## src/rtl/if_fetch_if.sv

```systemverilog
// Byte-wide read port between the fetch stage and the shared memory arbiter.
interface if_fetch_if;
  logic        mem_req_o;
  logic [31:0] mem_addr_o;
  logic        mem_gnt_i;
  logic [7:0]  mem_data_i;

  modport master (
    output mem_req_o,
    output mem_addr_o,
    input  mem_gnt_i,
    input  mem_data_i
  );

  modport slave (
    input  mem_req_o,
    input  mem_addr_o,
    output mem_gnt_i,
    output mem_data_i
  );
endinterface

```

## src/rtl/if_fetch.sv

```systemverilog
// RV32I instruction fetch: assembles each 32-bit instruction from four byte reads,
// presents it to if_id with a valid flag, holds it under stall, and accepts redirects.
module if_fetch #(
  parameter logic [31:0] RESET_PC = 32'h0000_0000
) (
  input  logic               clk,
  input  logic               rst,
  input  logic               stall_i,
  input  logic               jump_i,
  input  logic [31:0]        jump_addr_i,
  if_fetch_if.master         mem,
  output logic [31:0]        pc_o,
  output logic [31:0]        inst_o,
  output logic               flag_o
);

  logic [31:0] pc_q, pc_d;
  logic [2:0]  icnt_q, icnt_d;
  logic [2:0]  rcnt_q, rcnt_d;
  logic        pend_q, pend_d;
  logic [1:0]  slot_q, slot_d;
  // Only bytes 0..2 are buffered; byte 3 goes straight into inst_o on completion.
  logic [7:0]  b0_q, b0_d, b1_q, b1_d, b2_q, b2_d;
  logic [31:0] pc_out_q, pc_out_d;
  logic [31:0] inst_q, inst_d;
  logic        flag_q, flag_d;
  logic        req;

  assign req            = !rst && !jump_i && !flag_q && (icnt_q < 3'd4);
  assign mem.mem_req_o  = req;
  assign mem.mem_addr_o = rst ? 32'h0 : pc_q + {29'd0, icnt_q};

  assign pc_o   = pc_out_q;
  assign inst_o = inst_q;
  assign flag_o = flag_q;

  always_comb begin
    pc_d     = pc_q;
    icnt_d   = icnt_q;
    rcnt_d   = rcnt_q;
    pend_d   = pend_q;
    slot_d   = slot_q;
    b0_d     = b0_q;
    b1_d     = b1_q;
    b2_d     = b2_q;
    pc_out_d = pc_out_q;
    inst_d   = inst_q;
    flag_d   = flag_q;

    if (jump_i) begin
      // Redirect wins over stall and over a completing fetch; in-flight byte is dropped.
      pc_d   = jump_addr_i;
      icnt_d = 3'd0;
      rcnt_d = 3'd0;
      pend_d = 1'b0;
      flag_d = 1'b0;
    end else if (flag_q) begin
      if (!stall_i) begin
        flag_d = 1'b0;
        pc_d   = pc_q + 32'd4;
        icnt_d = 3'd0;
        rcnt_d = 3'd0;
        pend_d = 1'b0;
      end
    end else begin
      pend_d = 1'b0;
      if (req && mem.mem_gnt_i) begin
        icnt_d = icnt_q + 3'd1;
        pend_d = 1'b1;
        slot_d = icnt_q[1:0];
      end
      if (pend_q) begin
        rcnt_d = rcnt_q + 3'd1;
        case (slot_q)
          2'd0:    b0_d = mem.mem_data_i;
          2'd1:    b1_d = mem.mem_data_i;
          2'd2:    b2_d = mem.mem_data_i;
          default: ;
        endcase
        if (rcnt_q == 3'd3) begin
          flag_d   = 1'b1;
          pc_out_d = pc_q;
          inst_d   = {mem.mem_data_i, b2_q, b1_q, b0_q};
        end
      end
    end
  end

  always_ff @(posedge clk or posedge rst) begin
    if (rst) begin
      pc_q     <= RESET_PC;
      icnt_q   <= 3'd0;
      rcnt_q   <= 3'd0;
      pend_q   <= 1'b0;
      slot_q   <= 2'd0;
      b0_q     <= 8'h00;
      b1_q     <= 8'h00;
      b2_q     <= 8'h00;
      pc_out_q <= 32'h0;
      inst_q   <= 32'h0;
      flag_q   <= 1'b0;
    end else begin
      pc_q     <= pc_d;
      icnt_q   <= icnt_d;
      rcnt_q   <= rcnt_d;
      pend_q   <= pend_d;
      slot_q   <= slot_d;
      b0_q     <= b0_d;
      b1_q     <= b1_d;
      b2_q     <= b2_d;
      pc_out_q <= pc_out_d;
      inst_q   <= inst_d;
      flag_q   <= flag_d;
    end
  end

endmodule

```

## src/flat_wrapper.sv

```systemverilog
// flat-port wrapper written by rule: the top's interface ports become plain ports
module if_fetch_flat 
#(
  parameter logic [31:0] RESET_PC = 32'h0000_0000
)
  (clk, rst, stall_i, jump_i, jump_addr_i, pc_o, inst_o, flag_o, mem_mem_req_o, mem_mem_addr_o, mem_mem_gnt_i, mem_mem_data_i);
  if_fetch_if mem_i ();
  input  logic clk;
  input  logic rst;
  input  logic stall_i;
  input  logic jump_i;
  input  logic [31:0] jump_addr_i;
  output logic [31:0] pc_o;
  output logic [31:0] inst_o;
  output logic flag_o;
  output wire logic [$bits(mem_i.mem_req_o)-1:0] mem_mem_req_o;
  output wire logic [$bits(mem_i.mem_addr_o)-1:0] mem_mem_addr_o;
  input wire logic [$bits(mem_i.mem_gnt_i)-1:0] mem_mem_gnt_i;
  input wire logic [$bits(mem_i.mem_data_i)-1:0] mem_mem_data_i;
  assign mem_mem_req_o = mem_i.mem_req_o;
  assign mem_mem_addr_o = mem_i.mem_addr_o;
  assign mem_i.mem_gnt_i = mem_mem_gnt_i;
  assign mem_i.mem_data_i = mem_mem_data_i;
  if_fetch #(.RESET_PC(RESET_PC)) u_core (.clk(clk), .rst(rst), .stall_i(stall_i), .jump_i(jump_i), .jump_addr_i(jump_addr_i), .mem(mem_i), .pc_o(pc_o), .inst_o(inst_o), .flag_o(flag_o));
endmodule
```

## config.mk

```make
export PLATFORM = sky130hd
export DESIGN_NAME = if_fetch_flat
export DESIGN_NICKNAME = d
export VERILOG_FILES = /design/src/rtl/if_fetch_if.sv /design/src/rtl/if_fetch.sv /design/src/flat_wrapper.sv
export SDC_FILE = /design/constraint.sdc
export NUM_CORES = 1
export LEC_CHECK = 0
export CAP_MARGIN = 30
export CORE_MARGIN = 3
export CORE_UTILIZATION = 40
export DETAILED_ROUTE_END_ITERATION = 16
export PLACE_DENSITY_LB_ADDON = 0.08
export SYNTH_ARGS = -nofsm -noshare
export SYNTH_HDL_FRONTEND = slang
export SYNTH_SLANG_ARGS = --single-unit
```

## constraint.sdc

```tcl
create_clock -name clk -period 11.5 [get_ports clk]
set_input_delay 2.3 -clock clk [delete_from_list [all_inputs] [get_ports clk]]
set_output_delay 2.3 -clock clk [all_outputs]
set_load 0.01 [all_outputs]
```

==> results of run 1 <==
[per-layer routing]
layer	GRT usage, %	up-vias	part of all wire (%)
met3	5.171	18	6.2
met4	6.640	2	1.1
met2	29.99	152	48
met1	24.98	2463	45
met5	0	-	0.043
li1	-	2358	-
[area by class of cell]
cell class	instances	area share, %
Sequential cell	130	37.97
Clock buffer	17	4.965
Inverter	7	0.3651
Clock inverter	14	1.825
Timing Repair Buffer	149	17.38
Multi-Input combinational cell	394	34.42
Tap cell	211	3.081
[layout by cell type (no fill, tap or decap), types with 10 or more instances in the layout]
master / instances
xor2_1: 10
clkbuf_16: 17
o31ai_1: 15
nand3_1: 22
nor2_1: 20
nand2_1: 48
o211ai_1: 15
or3_1: 10
clkdlybuf4s50_1: 141
or4_1: 30
xnor2_1: 12
a21oi_1: 24
nand4_1: 12
mux2_2: 91
o21ai_0: 26
dfrtp_1: 130
[flip-flops by register name, indices dropped and copies added, names as in the netlist, 2 cells and up]
name,cells
u_core.inst_o,32
u_core.b0_q,8
u_core.pc_q,32
u_core.pc_o,32
u_core.b2_q,8
u_core.rcnt_q,3
u_core.b1_q,8
u_core.slot_q,2
u_core.icnt_q,3
[per-stage QoR]
step           worst slack, ns  total power [uW]  cell area (um^2)
2_1_floorplan            5.349             593.3              6450
3_3_place_gp             5.053             647.0              7959
3_5_place_dp             4.965             651.6              7959
4_1_cts                  4.960              1189              8541
5_1_grt                  4.847              1229              8568
6_report                 4.995              1177              8568
[how the worst max path moves through the flow]
stage | start | end | slack [ns]
global route | rst | mem_mem_req_o | 4.85
detailed placement | rst | mem_mem_req_o | 4.96
CTS | rst | mem_mem_req_o | 4.96
finish | rst | mem_mem_req_o | 4.99
global placement | rst | mem_mem_req_o | 5.05
floorplan | rst | u_core.b0_q[0] | 5.35
[worst max-delay path, stage by stage]
cell             delay (ns)
clkdlybuf4s50_1        0.40
buf_4                  0.26
nor4_1                 0.58
clkdlybuf4s50_1        0.65
[logic make-up after synthesis]
kind of cell	Yosys count	share of synthesized area (%)
xor+xnor	22	2.987
mux	93	16.22
simple gates	181	16.20
fa+ha+maj	8	1.668
flops	130	50.44
compound gates	90	8.535
buf+inv	57	3.957
[power by group through the flow]
stage | registers (uW) | logic [uW] | clock network (uW)
floorplan | 513 | 80.4 | 0
global placement | 531 | 116 | 0
detailed placement | 533 | 119 | 0
CTS | 525 | 119 | 545
global route | 531 | 131 | 567
finish | 526 | 118 | 534
==> summary.txt, run 1 <==
Outcome
  – Status: complete, no violations

Flow run
  – Max capacitance violation total: 0

Layout
  – Non-filler cells, final: about 900
  – Multi-input logic area: between 2000 and 3000 um^2
  – Layout cells sized above 1: between 20% and 30%
  – Area grow syn2layout: 32.84%
  – Fillers: between 1,000 and 1,500
  – Storage cell area: around 3300 um^2
  – Util after Layout: ~55%
  – Number of diodes: 0
  – Nets@finish: roughly 750

Floorplanning
  – I/O pin cnt: between 100 and 150
  – Rows: 45
  – Initial Util: roughly two fifths
  – Total core area: 15,480 um^2
  – Die width: roughly 130 um
  – Die ar.: ~18,000 um^2
  – Die Height: 133.0 um

Power
  – Combinational power share: about 10%
  – Leak pwr: around 0.0035 uW
  – Maximum vdd drop: 0.1036 mV
  – Seq pwr share: between 40% and 50%
  – Clk network pwr share: between 40% and 50%
  – P_sw: between 300 and 400 uW
  – Power density over cell area: 137.4 nW/um^2
  – Int Power: slightly below 900 uW
  – Sw Ratio: approximately a quarter

Synth
  – Main synth FF type: dfrtp_1
  – Cell count after synthesis: around 580
  – Top-count cell post-synth: dfrtp_1
  – Share of the synthesized area in the top cell type: around half
  – Register area share after synthesis: ~50%
  – Post-synth top area cell: dfrtp_1
  – Synth cell count leaders: 130 x dfrtp_1, 91 x mux2_2, 48 x nand2_1, 30 x or4_1, 26 x o21ai_0
  – Library cells used by synthesis: 48
  – Synth top area cells: dfrtp_1 50%, mux2_2 16%, or4_1 3.5%, nand2_1 2.8%, o21ai_0 2.0%
  – Avg Synthesized Cell Area: about 11 um^2
  – Post-synth EDFFs: 0
  – Yosys reg bits: between 100 and 150
  – Syn_nets: 634
  – Syn. warnings: 0
  – Syn Std Cell Area: 6450 um^2
  – Async SR Flop Fraction: between 90% and 100%

Worst setup path
  – Worst setup path class: input port to output port
  – Reg2Reg Setup Slack: ~9 ns
  – R2R Path End: u_core.pc_q[26]
  – Critical Path Start Type: input port
  – Crit-path max FO: 35
  – Worst endpoint required time: a little over 9 ns
  – Cells on worst reg2reg path: 5
  – Arrival @ worst endpoint: 4.21 ns
  – Endpoint type of the worst setup path: output port
  – FF-to-FF Start: u_core.pc_q[3]

STA
  – Minimum clock period: 6.505 ns
  – Final Hold Fails: 0
  – RSZ-0062 raised after global routing: false
  – Max-slew violations: 0
  – Period utilization: a little under three fifths
  – Slew headroom: between 40 and 50%
  – Final setup TNS: 0 ns
  – Worst-Margin Slew: 0.8835 ns
  – Clock Skews: 0.005607 ns
  – Final setup fails: 0
  – Final hold slack: about 0.50 ns
  – Fmax: ~150 MHz

Placed design
  – Gpl congestion: slightly above 0.8
  – Dpl hpwl: approximately 11 mm
  – IO Port Bufs: 142
  – Placed insts: 890

Min path
  – Hold_sp: u_core.b1_q[2]
  – Hold path depth: 1
  – Hold crit path type: flip-flop to flip-flop
  – Hold Path End: u_core.b1_q[2]

GRT
  – Initial antenna violation count: 1
  – Vias in the first global route: 5,034
  – First-pass GRT wire length: approximately 27 mm
  – Grt total ovfl: 0
  – Pin count of the biggest net entering global routing: 74
  – GRT Util Overall: 18.90%

Clock tree
  – CTS tree: yes
  – CTS Sinks: 130
  – Clock transition at the registers of the reported paths: 0.06 ns
  – TritonCTS buffer count: 17
  – Post_cts resized: 0
  – Root Buffer: clkbuf_16
  – Worst skew pair latency: roughly 0.42 ns
  – Bufs on Longest Clock Path: 2
  – Number of H-tree levels: 4
  – Hold-fix buffers, CTS: 0
  – Setup repair bufs after CTS: 0

Routing
  – Drt total wl: ~16 mm
  – 1st-pass router iterations: 4
  – # DRC: 0
  – Vias: 4,993
  – DR iter-0 viols: 491
  – DR vias/cell: approximately 5.4
  – DRT antenna net count: 0
  – WL per Instance: 17.66 um
(Power assumes the default switching activity.)
==> inputs of run 2 (changes only) <==
Clock period 11.5 ns to 6.7 ns, I/O delays scaled along.
==> run 2 against run 1 <==
Final cell count grew 0.11%. Combinational power up 72%. Sequential power is 72% higher. Total power grew 73%. Sequential share of layout area fell by 0.055 points. Highest routed layer unchanged. Critical path depth up 5. Routed wire length grew 1.5%. Critical path type is now flip-flop to output port. Largest cell class unchanged.
==> summary.txt, run 2 (synthesis gave the netlist of run 1 again) <==
Layout
  – Fillers: 1,336
  – Most common cell after layout, fill and taps aside: clkdlybuf4s50_1
  – Util after Layout: 55.42%
  – Nets@finish: roughly 750
  – Number of diodes: 0
  – Most frequent cells in the layout: 141 x clkdlybuf4s50_1, 130 x dfrtp_1, 91 x mux2_2, 48 x nand2_1, 30 x or4_1
  – Layout cells sized above 1: between 20% and 30%
  – Non-filler cells, final: a little over 900
  – Area grow syn2layout: 33.04%

GRT
  – Vias in the first global route: 5,221
  – GRT Util Overall: between 10% and 20%
  – Initial antenna violation count: 1
  – Pin count of the biggest net entering global routing: 74
  – First-pass GRT wire length: 27.25 mm
  – Grt total ovfl: 0

Power
  – Maximum vdd drop: around 0.17 mV
  – Leak pwr: approximately 0.0036 uW
  – Power density over cell area: 237.5 nW/um^2

Clock tree
  – TritonCTS buffer count: 17
  – Post_cts resized: 0
  – Hold-fix buffers, CTS: 0
  – CTS Sinks: 130
  – Number of H-tree levels: 4
  – Setup repair bufs after CTS: 0
  – CTS tree: yes
  – Worst skew pair latency: between 0.4 and 0.5 ns
  – Bufs on Longest Clock Path: 2
  – Clock transition at the registers of the reported paths: 0.06 ns
  – Root Buffer: clkbuf_16

Routing
  – Vias: between 4,000 and 5,000
  – WL per Instance: roughly 18 um
  – 1st-pass router iterations: 5
  – Drt total wl: about 17 mm
  – DR iter-0 viols: 430
  – DR vias/cell: 5.410
  – DRT antenna net count: 0
  – # DRC: 0

STA
  – Fmax: 213.5 MHz
  – Minimum clock period: approximately 4.7 ns
  – RSZ-0062 raised after global routing: false
  – Final setup fails: 0
  – Final Hold Fails: 0
  – Slew headroom: a little over two fifths
  – Worst-Margin Slew: roughly 0.86 ns
  – Max-slew violations: 0
  – Final hold slack: ~0.50 ns
  – Clock Skews: ~0.0071 ns
  – Final setup TNS: 0 ns
  – Period utilization: between 60% and 70%
  – Post-route setup slack: between 2 and 2.5 ns

Worst setup path
  – Worst endpoint required time: approximately 5.4 ns
  – Crit-path max FO: 22
  – Critical Path Start Type: flip-flop
  – Endpoint type of the worst setup path: output port
  – Arrival @ worst endpoint: 3.34 ns
  – Worst setup path class: flip-flop to output port

Floorplanning
  – Die ar.: approximately 18,000 um^2
  – I/O pin cnt: between 100 and 150
  – Total core area: roughly 15,000 um^2
  – Rows: 45
  – Die Height: 133.0 um
  – Die width: around 130 um
  – Initial Util: between 40% and 50%

Flow run
  – Max capacitance violation total: 0

Outcome
  – Status: complete, no violations

Placed design
  – Gpl congestion: ~0.77
  – Dpl hpwl: 11.32 mm
  – Dpl ws: 2.160 ns
  – Placed insts: a little under 900
  – IO Port Bufs: 142

Min path
  – Hold crit path type: flip-flop to flip-flop
## run 2: per-layer routing
metal,global-route usage (%),share of wire (%),routed length [um]
met5,0,0.079,13
met4,7.044,0.86,142
met2,31.60,49,8020
met1,24.54,44,7319
met3,5.437,6.2,1025
## run 2: layout make-up
class	instances	area, um^2	area share (%)
clock buffer	19	442.9	5.162
timing repair buffer	149	1489	17.35
tap	211	264.0	3.077
sequential	130	3253	37.91
multi-input combinational	394	2949	34.37
inverter	7	31.28	0.3645
clock inverter	13	151.4	1.764
## run 2: report_power, final
part | switching, uW | internal (uW) | total [uW]
clock network | 367 | 565 | 932
logic | 90.7 | 112 | 203
registers | 62.5 | 840 | 903
## run 2: final timing paths
check	from	endpoint	slack, ns	cells past startpoint
hold reg to reg	u_core.b1_q[2]	u_core.b1_q[2]	0.50	1
setup / recovery	u_core.icnt_q[0]	mem_mem_addr_o[30]	2.02	9
min in group asynchronous	rst	u_core.b1_q[2]	1.60	3
setup reg to reg	u_core.pc_q[3]	u_core.pc_q[26]	4.02	5
max in group asynchronous	rst	u_core.pc_o[13]	4.03	5
hold / removal	u_core.b1_q[2]	u_core.b1_q[2]	0.50	1
## run 2: critical path: stages (launching register included)
cell and delay (ns):
dfrtp_1 0.41, ha_1 0.18, inv_1 0.06, fa_1 0.44
nor2b_1 0.26, o211ai_1 0.12, buf_4 0.24, or4_1 0.41
a21oi_1 0.22, clkdlybuf4s50_1 0.58
## run 2: metrics by stage
step	total power [uW]	instance area, um^2
6_report	2038	8581
5_1_grt	2126	8581
4_1_cts	2058	8553
3_5_place_dp	1120	7959
3_3_place_gp	1112	7959
2_1_floorplan	1018	6450
